`src/rtl/load_store_unit.sv`:
```
// Load/store unit: accepts one pipeline memory request at a time, checks alignment,
// drives the data-memory strobes and holds the response until the pipeline takes it.
module load_store_unit #(
    parameter int MEM_LAT = 0
) (
    input  logic        clk,
    input  logic        rst_n,
    input  logic        req_valid,
    output logic        req_ready,
    input  logic        req_we,
    input  logic [31:0] req_addr,
    input  logic [2:0]  req_type,
    input  logic [31:0] req_wdata,
    output logic        rsp_valid,
    input  logic        rsp_ready,
    output logic [31:0] rsp_rdata,
    output logic        rsp_fault,
    output logic        mem_w_en,
    output logic        mem_r_en,
    output logic [31:0] mem_addr,
    output logic [2:0]  mem_rw_type,
    output logic [31:0] mem_din,
    input  logic [31:0] mem_dout,
    output logic        busy
);
    localparam int CW = (MEM_LAT < 2) ? 1 : $clog2(MEM_LAT + 1);

    typedef enum logic [1:0] {IDLE, ACCESS, WAIT, RESP} state_e;

    state_e        state_q, state_d;
    logic          we_q, we_d;
    logic [31:0]   addr_q, addr_d;
    logic [2:0]    type_q, type_d;
    logic [31:0]   wdata_q, wdata_d;
    logic          fault_q, fault_d;
    logic [31:0]   rdata_q, rdata_d;
    logic [CW-1:0] cnt_q, cnt_d;

    function automatic logic is_illegal(input logic we, input logic [31:0] a, input logic [2:0] t);
        logic bad;
        case (t[1:0])
            2'b11:   bad = 1'b1;
            2'b01:   bad = a[0];
            2'b10:   bad = (a[1:0] != 2'b00) || t[2];
            default: bad = 1'b0;
        endcase
        return bad | (we & t[2]);
    endfunction

    always_ff @(posedge clk or negedge rst_n) begin
        if (!rst_n) begin
            state_q <= IDLE;
            we_q    <= 1'b0;
            addr_q  <= '0;
            type_q  <= '0;
            wdata_q <= '0;
            fault_q <= 1'b0;
            rdata_q <= '0;
            cnt_q   <= '0;
        end else begin
            state_q <= state_d;
            we_q    <= we_d;
            addr_q  <= addr_d;
            type_q  <= type_d;
            wdata_q <= wdata_d;
            fault_q <= fault_d;
            rdata_q <= rdata_d;
            cnt_q   <= cnt_d;
        end
    end

    always_comb begin
        state_d = state_q;
        we_d    = we_q;
        addr_d  = addr_q;
        type_d  = type_q;
        wdata_d = wdata_q;
        fault_d = fault_q;
        rdata_d = rdata_q;
        cnt_d   = cnt_q;
        case (state_q)
            IDLE: if (req_valid) begin
                we_d    = req_we;
                addr_d  = req_addr;
                type_d  = req_type;
                wdata_d = req_wdata;
                rdata_d = '0;
                fault_d = is_illegal(req_we, req_addr, req_type);
                state_d = fault_d ? RESP : ACCESS;
            end
            ACCESS: begin
                if (we_q) begin
                    state_d = RESP;
                end else begin
                    cnt_d = CW'(MEM_LAT);
                    if (MEM_LAT == 0) begin
                        rdata_d = mem_dout;
                        state_d = RESP;
                    end else begin
                        state_d = WAIT;
                    end
                end
            end
            WAIT: begin
                // Counter enters at MEM_LAT; data is valid in the cycle it reads 1.
                cnt_d = cnt_q - CW'(1);
                if (cnt_q == CW'(1)) begin
                    rdata_d = mem_dout;
                    state_d = RESP;
                end
            end
            RESP: if (rsp_ready) state_d = IDLE;
            default: state_d = IDLE;
        endcase
    end

    always_comb begin
        req_ready   = (state_q == IDLE);
        busy        = (state_q != IDLE);
        rsp_valid   = (state_q == RESP);
        rsp_rdata   = (state_q == RESP) ? rdata_q : '0;
        rsp_fault   = (state_q == RESP) & fault_q;
        mem_w_en    = (state_q == ACCESS) & we_q;
        mem_r_en    = ((state_q == ACCESS) & ~we_q) | (state_q == WAIT);
        mem_addr    = addr_q;
        mem_rw_type = type_q;
        mem_din     = we_q ? wdata_q : '0;
    end
endmodule

```
`config.mk`:
```
export PLATFORM = sky130hd
export DESIGN_NAME = load_store_unit
export DESIGN_NICKNAME = d
export VERILOG_FILES = /design/src/rtl/load_store_unit.sv
export SDC_FILE = /design/constraint.sdc
export NUM_CORES = 1
export LEC_CHECK = 0
export ABC_AREA = 1
export BUFFER_PORTS_ARGS = -buffer_cell sky130_fd_sc_hd__clkbuf_2
export CAP_MARGIN = 40
export CORE_ASPECT_RATIO = 1.5
export CORE_MARGIN = 2
export CORE_UTILIZATION = 50
export DETAILED_ROUTE_END_ITERATION = 10
export GPL_ROUTABILITY_DRIVEN = 0
export PLACE_DENSITY = 0.84
export SYNTH_ARGS = -nofsm -noshare
export SYNTH_HDL_FRONTEND = slang
export SYNTH_SLANG_ARGS = --single-unit
```
`constraint.sdc`:
```
create_clock -name clk -period 3.85 [get_ports clk]
set_input_delay 0.1925 -clock clk [delete_from_list [all_inputs] [get_ports clk]]
set_output_delay 0.1925 -clock clk [all_outputs]
set_load 0.01 [all_outputs]
```
# Yosys cells after proc, flatten, opt, wreduce, memory -nomap -nowiden
# Index checks and enable logic that the tools add are counted.
[op_classes]
mux = 16
reduce_logical = 10
eq_ne = 10
add_sub_neg = 1
bitwise_logic = 7
[ops]
columns = ["operator", "count"]
rows = [
  ["$mux 32", 5],
  ["$pmux 32 s3", 1],
  ["$eq 2x2->1 const B", 4],
  ["$mux 2", 4],
  ["$pmux 2 s4", 1],
  ["$ne 2x2->1 const B", 3],
  ["$reduce_bool 2->1", 3],
  ["$and 1x1->1", 4],
  ["$eq 2x1->1 const B", 2],
  ["$reduce_and 2->1", 2],
  ["$reduce_and 4->1", 1],
  ["$mux 1", 3],
  ["$pmux 1 s3", 1],
  ["$reduce_and 3->1", 1],
  ["$reduce_bool 3->1", 1],
  ["$logic_not 2->1", 1],
  ["$ne 2x1->1 const B", 1],
  ["$or 1x1->1", 2],
  ["$pmux 1 s2", 1],
  ["$logic_or 1x1->1", 1],
  ["$not 1->1", 1],
  ["$sub 1x1->1 const B", 1],
]
[totals]
input_bits = 104
output_inout_bits = 105
ff_bits = 104

# Depth between registers and ports, before layout
# Gate-level depths: netlist (run 1).
[depth]
depth_word = 9
mapped_depth = 8
depth_no_buf = 7

# Least setup slack after synthesis (run 1)
# Ideal clock, no wire load.
[synth_timing]
kind = "reg2reg"
from = "register state_q[0]"
to = "register addr_q[0] (netlist: mem_addr[0])"
setup_time_ps = 125
path_stages_with_launch = 6
arrival_time_ps = 1429
path_slack_ps = 2297
period_less_slack_ps = 1553
required_time_ps = 3725
cell_sequence = "dfrtp_1 -> inv_1 -> ha_1 -> nand2_2 -> buf_4 -> mux2_2"
[synth_between]
elab_chain_len = 2
[synth_lines]
columns = ["element", "line", "source"]
rows = [
  ["from (decl)", "30", "state_e state_q, state_d;"],
  ["from (signal assigned)", "61", "state_q <= state_d;"],
  ["$logic_not 2->1", "--", ""],
  ["named net req_ready", "9", "output logic req_ready,"],
  ["$reduce_and 2->1 (no line)", "--", ""],
  ["to (signal assigned)", "63", "addr_q <= addr_d;"],
  ["to (decl)", "32", "logic [31:0] addr_q, addr_d;"],
]
# The timed path passes the listed nets, and every way through them passes these cells.
# A chain may end at the register's enable or synchronous reset.

# Worst setup path in the final report (run 1)
[layout_timing]
from = "register state_q[0]"
to = "register rdata_q[10]"
[layout_between]
elab_chain_len = 3
word_cells_on_any_way = 9
[layout_lines]
columns = ["element", "line", "source"]
rows = [
  ["$eq 2x2->1, or another cell as far along", "81", "case (state_q)"],
  ["$ne 2x2->1 (no line) or $reduce_bool 3->1 (tied branches)", "--", ""],
  ["$reduce_and 4->1 (no line)", "--", ""],
  ["to (signal assigned)", "67", "rdata_q <= rdata_d;"],
  ["to (decl)", "36", "logic [31:0] rdata_q, rdata_d;"],
]
# Several ways; a longest one is shown, not always the timed one.

==> results.sh, run 1 <==
export IMPL_regArea_um2=2603
export IMPL_syn_area_per_cell_um2=9.978
export IMPL_worst_slew_pin_slew_ns=0.8514
export IMPL_wl_per_cell_um=14.39
export IMPL_max_freq_mhz=462.6
export IMPL_pwr_share_clk=0.162
export IMPL_comb_power_share=0.470
export IMPL_cts_buffer_depth=2
export IMPL_ctsHtreeMaxLevel=3
export IMPL_critical_path_class="reg2reg"
export IMPL_path_clk_slew_ns=0.07
export IMPL_fin_tns_setup_ns=0
export IMPL_core_area_um2=9200
export IMPL_globalRouteOverflowTotal=0
export IMPL_cp_max_fo=33
export IMPL_grt_pass1_vias=3820
export IMPL_power_leakage_nw=3.704
export IMPL_ys_types=19
export IMPL_setup_viol=0
export IMPL_diodes=0
export IMPL_reg2reg_slack_ns=1.69
export IMPL_peakVddDrop_mv=0.4956
export IMPL_yosysTopAreaCellShare=0.5538
export IMPL_pre_cts_ws_ns=1.710
export IMPL_drtIter0Drc=116
export IMPL_nFillCells=754
export IMPL_whs_ns=0.08221
export IMPL_cts_buffers=9
export IMPL_period_minus_slack_ns=2.162
export IMPL_vias=3896
export IMPL_post_cts_resized=0
export IMPL_grt_start_max_net_pins=68
export IMPL_vias_per_cell=4.957
export IMPL_fp_dieH_um=122.7
export IMPL_antenna_found_initial=0
export IMPL_reg2reg_depth=7
export IMPL_pin_count=209
export IMPL_start_util=0.5108
export IMPL_fin_ws_ns=1.688
export IMPL_worstPathArrival_ns=2.43
export IMPL_clk_latency_ns=0.33
export IMPL_startpoint="state_q[0]$_DFFE_PN0P_"
export IMPL_power_density_nw_per_um2=849.7
export IMPL_rows=43
export IMPL_final_core_util=0.6605
export IMPL_critPathCaptureType="register"
export IMPL_layout_nets=778
export IMPL_multiInputGateArea_um2=1664
export IMPL_p_sw_frac=0.4007
export IMPL_portBuffers=208
export IMPL_hold_path_class="in2reg"
export IMPL_syn_inst=471
export IMPL_final_hold_violation_count=0
export IMPL_crit_required_ns=4.12
export IMPL_slew_headroom=0.4324
export IMPL_finClkSkew_ns=0.005922
export IMPL_grt_use_total=0.2214
export IMPL_drv_cap=0
export IMPL_rsz0062_at_grt="false"
export IMPL_syn2layout_area_growth_pct=29.31
export IMPL_routed_wl_mm=11.31
export IMPL_synth_nets=580
export IMPL_r2r_start="state_q[0]$_DFFE_PN0P_"
export IMPL_drive_above_1_share=0.4451
export IMPL_ys_seq_elements=104
export IMPL_die_w_um=83.16
export IMPL_p_int_mw=3.095
export IMPL_outcome="finished, final reports clean"
export IMPL_layout_worst_path_cycle_share=0.5615
export IMPL_dr_pass1_iters=4
export IMPL_antenna_left=0
export IMPL_cts_root_buf="clkbuf_16"
export IMPL_synth_area_um2=4700
export IMPL_yosysTopAreaCell="dfrtp_1"
export IMPL_crit_end="rdata_q[10]$_DFFE_PN0P_"
export IMPL_holdBufCountCts=1
export IMPL_dpl_hpwl_mm=8.425
export IMPL_slew_violations=0
export IMPL_yosys_warnings=0
export IMPL_finalPower_mw=5.163
export IMPL_crit_path_start_kind="register"
export IMPL_grt_pass1_wl_mm=18.12
export IMPL_drcViolationCount=0
export IMPL_cts_setup_buffers=0
export IMPL_clock_sinks=104
export IMPL_r2r_end="rdata_q[10]$_DFFE_PN0P_"
export IMPL_power_switching_mw=2.069
export IMPL_ys_top_cells_by_area="dfrtp_1 55%, mux2_2 16%, nand2_1 8.9%, inv_1 6.0%, nand3_1 3.6%"
export IMPL_dieArea_um2=10210
export IMPL_ys_seq_area_frac=0.5538
export IMPL_seqPwrFrac=0.368
export IMPL_tritoncts="done"
registers in the layout, summed over array words and instances (netlist names):
name         count
wdata_q         32
cnt_q            1
we_q             1
state_q          2
mem_addr        32
mem_rw_type      3
fault_q          1
rdata_q         32
cell type report:
| class | count | area share |
|---|---|---|
| sequential | 104 | 0.4282 |
| multi-input combinational | 264 | 0.2738 |
| timing repair buffer | 215 | 0.1832 |
| inverter | 75 | 0.04632 |
| clock buffer | 12 | 0.04056 |
| tap | 112 | 0.02306 |
| clock inverter | 4 | 0.004735 |
kinds of logic after synthesis:
logic type	Yosys count	share of synthesized area
simple gates	154	0.1390
flops	104	0.5538
buf+inv	103	0.09212
mux	67	0.1605
compound gates	38	0.04127
fa+ha+maj	5	0.01331
power by group through the flow:
stage | Sequential [mW] | Clock, mW | Combinational, mW
3_5_place_dp | 1.92 | 0 | 2.46
6_report | 1.90 | 0.836 | 2.43
3_3_place_gp | 1.88 | 0 | 2.31
4_1_cts | 1.90 | 0.860 | 2.46
5_1_grt | 1.96 | 0.907 | 2.69
2_1_floorplan | 1.93 | 0 | 1.55
synth_stat cells:
library cell / number
o21ai_0: 30
nor2_4: 1
buf_6: 3
clkbuf_1: 16
nand2_2: 1
nor2_1: 4
o21ai_1: 5
nand3_1: 34
nand2_4: 3
ha_1: 5
nand2_1: 111
dfrtp_1: 104
a21oi_1: 1
buf_4: 5
mux2_2: 67
o21bai_1: 1
buf_2: 4
inv_1: 75
a31oi_1: 1
how the worst min path moves through the flow:
stage                            start                  endpoint  slack, ns  depth (start not counted)
final                     mem_dout[29]   rdata_q[29]$_DFFE_PN0P_       0.08                          3
after global routing       mem_dout[9]    rdata_q[9]$_DFFE_PN0P_       0.07                          3
after CTS                  mem_dout[7]    rdata_q[7]$_DFFE_PN0P_       0.07                          3
after detailed placement         rst_n  mem_addr[26]$_DFFE_PN0P_       0.35                          1
after global placement           rst_n  mem_addr[26]$_DFFE_PN0P_       0.34                          1
after floorplan                  rst_n         cnt_q$_DFFE_PN0P_      -0.10                          0
routing by layer:
layer,track usage,share of wire,vias to the layer above
li1,-,-,1866
met1,0.2722,0.40,1853
met2,0.3755,0.51,149
met3,0.04304,0.054,28
met4,0.1076,0.031,0
met5,0,0,-
cells in the final DEF (no fill, tap or decap):
cell / netlist / layout
dlygate4sd3_1: 0 / 1
nand2_4: 3 / 3
clkbuf_1: 16 / 2
ha_1: 5 / 5
dfrtp_1: 104 / 104
nand2_1: 111 / 111
clkinv_2: 0 / 1
mux2_2: 67 / 67
nor2_1: 4 / 4
buf_8: 0 / 2
inv_1: 75 / 75
o21ai_0: 30 / 30
buf_4: 5 / 5
clkinvlp_4: 0 / 2
nand3_1: 34 / 34
a31oi_1: 1 / 1
clkbuf_2: 0 / 207
a21oi_1: 1 / 1
inv_6: 0 / 1
clkbuf_8: 0 / 1
o21bai_1: 1 / 1
nand2_2: 1 / 1
nor2_4: 1 / 1
clkbuf_16: 0 / 9
o21ai_1: 5 / 5
critical path: stages (launching register included):
cell,delay [ns]
dfrtp_1,0.42
inv_1,0.09
ha_1,0.28
nand2_1,0.16
nand2_4,0.22
nor2_4,0.62
nand3_1,0.17
nand2_1,0.11
through the flow:
stage                     cell area, um^2  cells
final                                6077    786
after global routing                 6077    786
after CTS                            6077    786
after detailed placement             5792    769
after global placement               5762    767
after floorplan                      4700    471
(Power assumes the default switching activity.)
==> inputs of run 2 (changes only) <==
- CORE_UTILIZATION: 50 -> 47
- PLACE_DENSITY: 0.84 -> 0.8
- clock period: 3.85 -> 2.2 ns (I/O delays scaled with it)
==> run 2 against run 1 <==
  * Core utilization up 3.0 points
  * Sequential cell count unchanged
  * Sequential power up 74%
  * Die area up 6.1%
  * Setup slack worse by 1.4 ns
  * Combinational power up 79%
  * Critical path type unchanged
  * Maximum frequency up 13%
  * Sequential share of layout area down 3.9 points
  * Cell count up 7.6%
==> results.sh, run 2 (same netlist as run 1, synthesis figures left out) <==
export IMPL_holdBufCountCts=57
export IMPL_pin_count=209
export IMPL_antenna_found_initial=0
export IMPL_die_w_um=85.65
export IMPL_power_density_nw_per_um2=1389
export IMPL_ctsHtreeMaxLevel=3
export IMPL_critical_path_class="reg2reg"
export IMPL_syn2layout_area_growth_pct=42.28
export IMPL_setup_viol=0
export IMPL_fin_tns_setup_ns=0
export IMPL_worstPathArrival_ns=2.19
export IMPL_grt_pass1_wl_mm=20.44
export IMPL_diodes=0
export IMPL_drcViolationCount=0
export IMPL_clk_latency_ns=0.34
export IMPL_portBuffers=208
export IMPL_final_core_util=0.6901
export IMPL_grt_start_max_net_pins=72
export IMPL_grt_use_total=0.2363
export IMPL_dieArea_um2=10830
export IMPL_power_leakage_nw=3.962
export IMPL_clock_sinks=104
export IMPL_final_cell_mix="207 x clkbuf_2, 111 x nand2_1, 104 x dfrtp_1"
export IMPL_rows=44
export IMPL_cts_root_buf="clkbuf_16"
export IMPL_critPathCaptureType="register"
export IMPL_globalRouteOverflowTotal=0
export IMPL_vias_per_cell=4.898
export IMPL_hold_start="mem_dout[18]"
export IMPL_finClkSkew_ns=0.008639
export IMPL_crit_path_start_kind="register"
export IMPL_vias=4144
export IMPL_period_minus_slack_ns=1.919
export IMPL_reg2reg_depth=8
export IMPL_r2r_end="rdata_q[21]$_DFFE_PN0P_"
export IMPL_fp_dieH_um=126.5
export IMPL_dr_pass1_iters=4
export IMPL_layout_worst_path_cycle_share=0.8721
export IMPL_finalPower_mw=9.286
export IMPL_cts_setup_buffers=0
export IMPL_drv_cap=0
export IMPL_start_util=0.4850
export IMPL_antenna_left=0
export IMPL_cp_max_fo=33
export IMPL_slew_violations=0
export IMPL_startpoint="state_q[0]$_DFFE_PN0P_"
export IMPL_drive_above_1_share=0.4131
export IMPL_cts_buffer_depth=2
export IMPL_slew_headroom=0.7335
export IMPL_hold_path_class="in2reg"
export IMPL_crit_required_ns=2.47
export IMPL_rsz0062_at_grt="false"
export IMPL_post_cts_resized=0
export IMPL_r2r_start="state_q[0]$_DFFE_PN0P_"
export IMPL_peakVddDrop_mv=1.021
export IMPL_layout_nets=835
export IMPL_wl_per_cell_um=14.95
export IMPL_routed_wl_mm=12.65
export IMPL_mostFrequentLayoutCell="clkbuf_2"
export IMPL_final_hold_violation_count=0
export IMPL_reg2reg_slack_ns=0.28
export IMPL_whs_ns=0.01145
export IMPL_drtIter0Drc=150
export IMPL_tritoncts="done"
export IMPL_crit_end="rdata_q[21]$_DFFE_PN0P_"
export IMPL_grt_pass1_vias=4365
export IMPL_worst_slew_pin_slew_ns=0.3998
export IMPL_path_clk_slew_ns=0.07
export IMPL_core_area_um2=9689
export IMPL_outcome="finished, final reports clean"
export IMPL_max_freq_mhz=521.2
export IMPL_dpl_hpwl_mm=8.133
export IMPL_cts_buffers=9
-- run 2: cell types whose count changed in the layout (fill, tap and decap cells not counted), sizes merged --
| cell | delta |
|---|---|
| inv | +2 |
| bufinv | +1 |
| dlygate4sd3 | +56 |
| clkbuf | -2 |
| clkinv | -1 |
| buf | +1 |
-- run 2: how the worst min path moves through the flow --
stage / slack, ns / cells after the start / end
6_report: 0.01 / 3 / rdata_q[18]$_DFFE_PN0P_
4_1_cts: 0.00006 / 2 / wdata_q[24]$_DFFE_PN0P_
5_1_grt: 0.003 / 2 / mem_addr[3]$_DFFE_PN0P_
2_1_floorplan: -0.19 / 0 / cnt_q$_DFFE_PN0P_
3_3_place_gp: 0.06 / 1 / mem_addr[25]$_DFFE_PN0P_
3_5_place_dp: 0.07 / 1 / mem_addr[28]$_DFFE_PN0P_
-- run 2: where the power goes --
part,switching [mW],internal [mW]
logic,2.54,1.83
registers,0.481,2.83
clock network,0.709,0.899
total,3.73,5.56
-- run 2: final cells by class --
| cell class | count | area (um^2) |
|---|---|---|
| clock inverters | 6 | 73.82 |
| clock buffers | 10 | 229.0 |
| well taps | 115 | 143.9 |
| repair buffers | 272 | 1692 |
| inverters | 75 | 281.5 |
| fillers | 689 | 3003 |
| flip-flops and latches | 104 | 2603 |
| multi-input cells | 264 | 1664 |
-- run 2: through the flow --
stage | std cells | setup WS, ns | instance area [um^2]
after CTS | 846 | 0.2866 | 6686
after floorplan | 471 | 0.6466 | 4700
after detailed placement | 773 | 0.2961 | 5813
after global placement | 773 | 0.4685 | 5813
after global routing | 846 | 0.07265 | 6686
final | 846 | 0.2814 | 6686
-- run 2: critical path: stages (launching register included) --
cell and delay [ns]:
dfrtp_1 0.43, inv_1 0.09, ha_1 0.29, nand2_1 0.17, nand2_4 0.21, nor2_4 0.13
buf_4 0.32, nand3_1 0.14, nand2_1 0.08
-- run 2: layer usage --
metal,up-vias,share of wire,global-route usage,wire length [um]
li1,1982,-,-,-
met1,1989,0.38,0.2608,4770
met2,157,0.55,0.4403,6950
met3,16,0.057,0.05205,724
met4,0,0.016,0.07937,200
met5,-,0,0,0
==> inputs of run 3 (changes only) <==
- ABC_AREA: 1 -> not set
==> run 3 against run 2 <==
  * Critical path depth down 4
  * Largest power group unchanged
  * Clock skew fell by 0.0017 ns
  * Total power fell by 2.3%
  * Cell count shrank 6.7%
  * First-iteration DRC count up 16%
  * Hold slack got worse by 0.0034 ns
  * Non-clock buffer count rose by 23
  * Clock-buffer cell count stayed put
  * Global-route usage is 0.47 points lower
  * Maximum frequency increased by 5.4%
  * Die area fell by 0.64%
  * Critical path type is now reg2out
==> results.sh, run 3 <==
export IMPL_seqPwrFrac=0.366
export IMPL_p_int_mw=5.719
export IMPL_yosys_warnings=0
export IMPL_clock_sinks=104
export IMPL_syn2layout_area_growth_pct=48.99
export IMPL_syn_inst=384
export IMPL_reg2reg_slack_ns=0.40
export IMPL_multiInputGateArea_um2=1827
export IMPL_rsz0062_at_grt="false"
export IMPL_crit_path_start_kind="register"
export IMPL_tritoncts="done"
export IMPL_critPathCaptureType="output port"
export IMPL_crit_required_ns=2.09
export IMPL_drv_cap=0
export IMPL_regArea_um2=2603
export IMPL_critical_path_class="reg2out"
export IMPL_core_area_um2=9689
export IMPL_ys_seq_area_frac=0.5575
export IMPL_start_util=0.4818
export IMPL_slew_violations=0
export IMPL_finClkSkew_ns=0.006975
export IMPL_worst_slew_pin_slew_ns=0.4389
export IMPL_finalPower_mw=9.076
export IMPL_routed_wl_mm=12.18
export IMPL_peakVddDrop_mv=0.9682
export IMPL_dieArea_um2=10760
export IMPL_power_leakage_nw=3.688
export IMPL_cp_max_fo=29
export IMPL_comb_power_share=0.460
export IMPL_cts_buffer_depth=2
export IMPL_final_hold_violation_count=0
export IMPL_synth_flop_cell="dfrtp_1"
export IMPL_ctsHtreeMaxLevel=3
export IMPL_layout_nets=779
export IMPL_synth_edf_count=0
export IMPL_dp_cells=694
export IMPL_antenna_found_initial=0
export IMPL_mostFrequentLayoutCell="clkbuf_2"
export IMPL_die_w_um=85.38
export IMPL_dpl_hpwl_mm=7.804
export IMPL_period_minus_slack_ns=1.820
export IMPL_setup_viol=0
export IMPL_synth_common_cells="104 x dfrtp_1, 68 x mux2_1, 66 x and2_1"
export IMPL_final_core_util=0.7178
export IMPL_yosysTopAreaCellShare=0.5575
export IMPL_worstPathArrival_ns=1.71
export IMPL_vias_per_cell=4.880
export IMPL_cts_root_buf="clkbuf_16"
export IMPL_power_density_nw_per_um2=1305
export IMPL_synth_nets=493
export IMPL_drtIter0Drc=174
export IMPL_hold_path_class="in2reg"
export IMPL_grt_start_max_net_pins=74
export IMPL_power_switching_mw=3.356
export IMPL_cts_setup_buffers=0
export IMPL_pin_count=209
export IMPL_synthArstFlopShare=1.000
export IMPL_clk_latency_ns=0.34
export IMPL_diodes=0
export IMPL_max_freq_mhz=549.5
export IMPL_grt_pass1_wl_mm=19.56
export IMPL_yosysTopAreaCell="dfrtp_1"
export IMPL_drive_above_1_share=0.3472
export IMPL_globalRouteOverflowTotal=0
export IMPL_stdcell_count=789
export IMPL_outcome="finished, final reports clean"
export IMPL_ys_types=21
export IMPL_fin_area_um2=6955
export IMPL_slew_headroom=0.7047
export IMPL_portBuffers=208
export IMPL_nFillCells=690
export IMPL_synth_most_common_cell="dfrtp_1"
export IMPL_rows=44
export IMPL_synth_area_um2=4668
export IMPL_vias=3850
export IMPL_pwr_share_clk=0.175
export IMPL_p_sw_frac=0.3698
export IMPL_fin_tns_setup_ns=0
export IMPL_dr_pass1_iters=6
export IMPL_antenna_left=0
export IMPL_grt_pass1_vias=4096
export IMPL_wl_per_cell_um=15.43
export IMPL_place_area_um2=5858
export IMPL_fp_dieH_um=126.1
export IMPL_final_cell_mix="207 x clkbuf_2, 104 x dfrtp_1, 80 x dlygate4sd3_1"
export IMPL_cts_buffers=9
export IMPL_layout_worst_path_cycle_share=0.8272
export IMPL_drcViolationCount=0
export IMPL_path_clk_slew_ns=0.07
export IMPL_ys_seq_elements=104
export IMPL_grt_use_total=0.2316
export IMPL_syn_area_per_cell_um2=12.16
export IMPL_ys_top_cells_by_area="dfrtp_1 56%, mux2_1 16%, and2_1 8.8%, mux2i_1 7.1%, inv_1 3.0%"
[run 3: changes by cell type in the layout (fill, tap and decap cells not counted), moves of 4 or more]
cell           before  now
mux2_2             67    1
dlygate4sd3_1      57   80
and2_1              0   66
mux2_1              0   68
inv_1              75   37
nor2_1              4    0
mux2i_1             0   33
nand3_1            34    1
o21ai_1             5    0
nand2b_1            0    5
o21ai_0            30    0
nand2_1           111   34
[run 3: layout make-up]
cell class              instances  area share
clock buffers                  10     0.03436
multi-input cells             223      0.2626
well taps                     115     0.02069
inverters                      37     0.01997
flip-flops and latches        104      0.3742
repair buffers                295      0.2799
clock inverters                 5    0.008275
[run 3: logic make-up after synthesis]
logic type	after synthesis	share of synthesized area
DFF	104	0.5575
adders and majority gates	5	0.01340
buffers and inverters	57	0.05280
AOI/OAI and AO/OA	6	0.009918
muxes	102	0.2372
and+or+nand+nor	110	0.1292
[run 3: routing by layer]
layer  part of all wire  wire, um  vias up  global-route usage
met1               0.37      4525     1838              0.2601
met3              0.066       801       43             0.05374
met2               0.52      6349      169              0.4063
met4              0.041       502        0              0.1139
met5                  0         0        -                   0
li1                   -         -     1800                   -
[run 3: per-stage QoR]
stage / worst slack, ns / hold slack (ns)
after global routing: 0.2185 / 0.0006904
after global placement: 0.5264 / 0.07113
after floorplan: 0.6644 / -0.1856
final: 0.3801 / 0.008025
after detailed placement: 0.4250 / 0.07829
after CTS: 0.3689 / 0.001186
[run 3: repair_timing]
item                                    4_1_cts  5_1_grt
hold buffers                                 79        1
gates resized for setup                       0        0
endpoints found under the hold margin       109        1
endpoints found under the setup margin        0        0
[run 3: final timing paths]
check | startpoint | cells past startpoint | endpoint
worst max-delay path | state_q[1]$_DFFE_PN0P_ | 4 | rsp_rdata[20]
worst min-delay path | req_wdata[6] | 2 | wdata_q[6]$_DFFE_PN0P_
min in group asynchronous | rst_n | 2 | rdata_q[23]$_DFFE_PN0P_
max in group asynchronous | rst_n | 3 | mem_addr[14]$_DFFE_PN0P_
worst min register to register | wdata_q[31]$_DFFE_PN0P_ | 1 | wdata_q[31]$_DFFE_PN0P_
worst max register to register | state_q[0]$_DFFE_PN0P_ | 5 | mem_addr[24]$_DFFE_PN0P_
[run 3: power by group through the flow]
stage / registers (mW) / logic (mW) / clock network, mW
2_1_floorplan: 3.37 / 2.51 / 0
3_3_place_gp: 3.26 / 3.94 / 0
3_5_place_dp: 3.33 / 4.08 / 0
4_1_cts: 3.30 / 4.19 / 1.62
5_1_grt: 3.43 / 4.58 / 1.69
6_report: 3.32 / 4.17 / 1.58
[run 3: critical path, cell delays in order (launching register included)]
cell,delay [ns]
dfrtp_1,0.42
ha_1,0.33
buf_4,0.30
and2_1,0.18
clkbuf_2,0.13
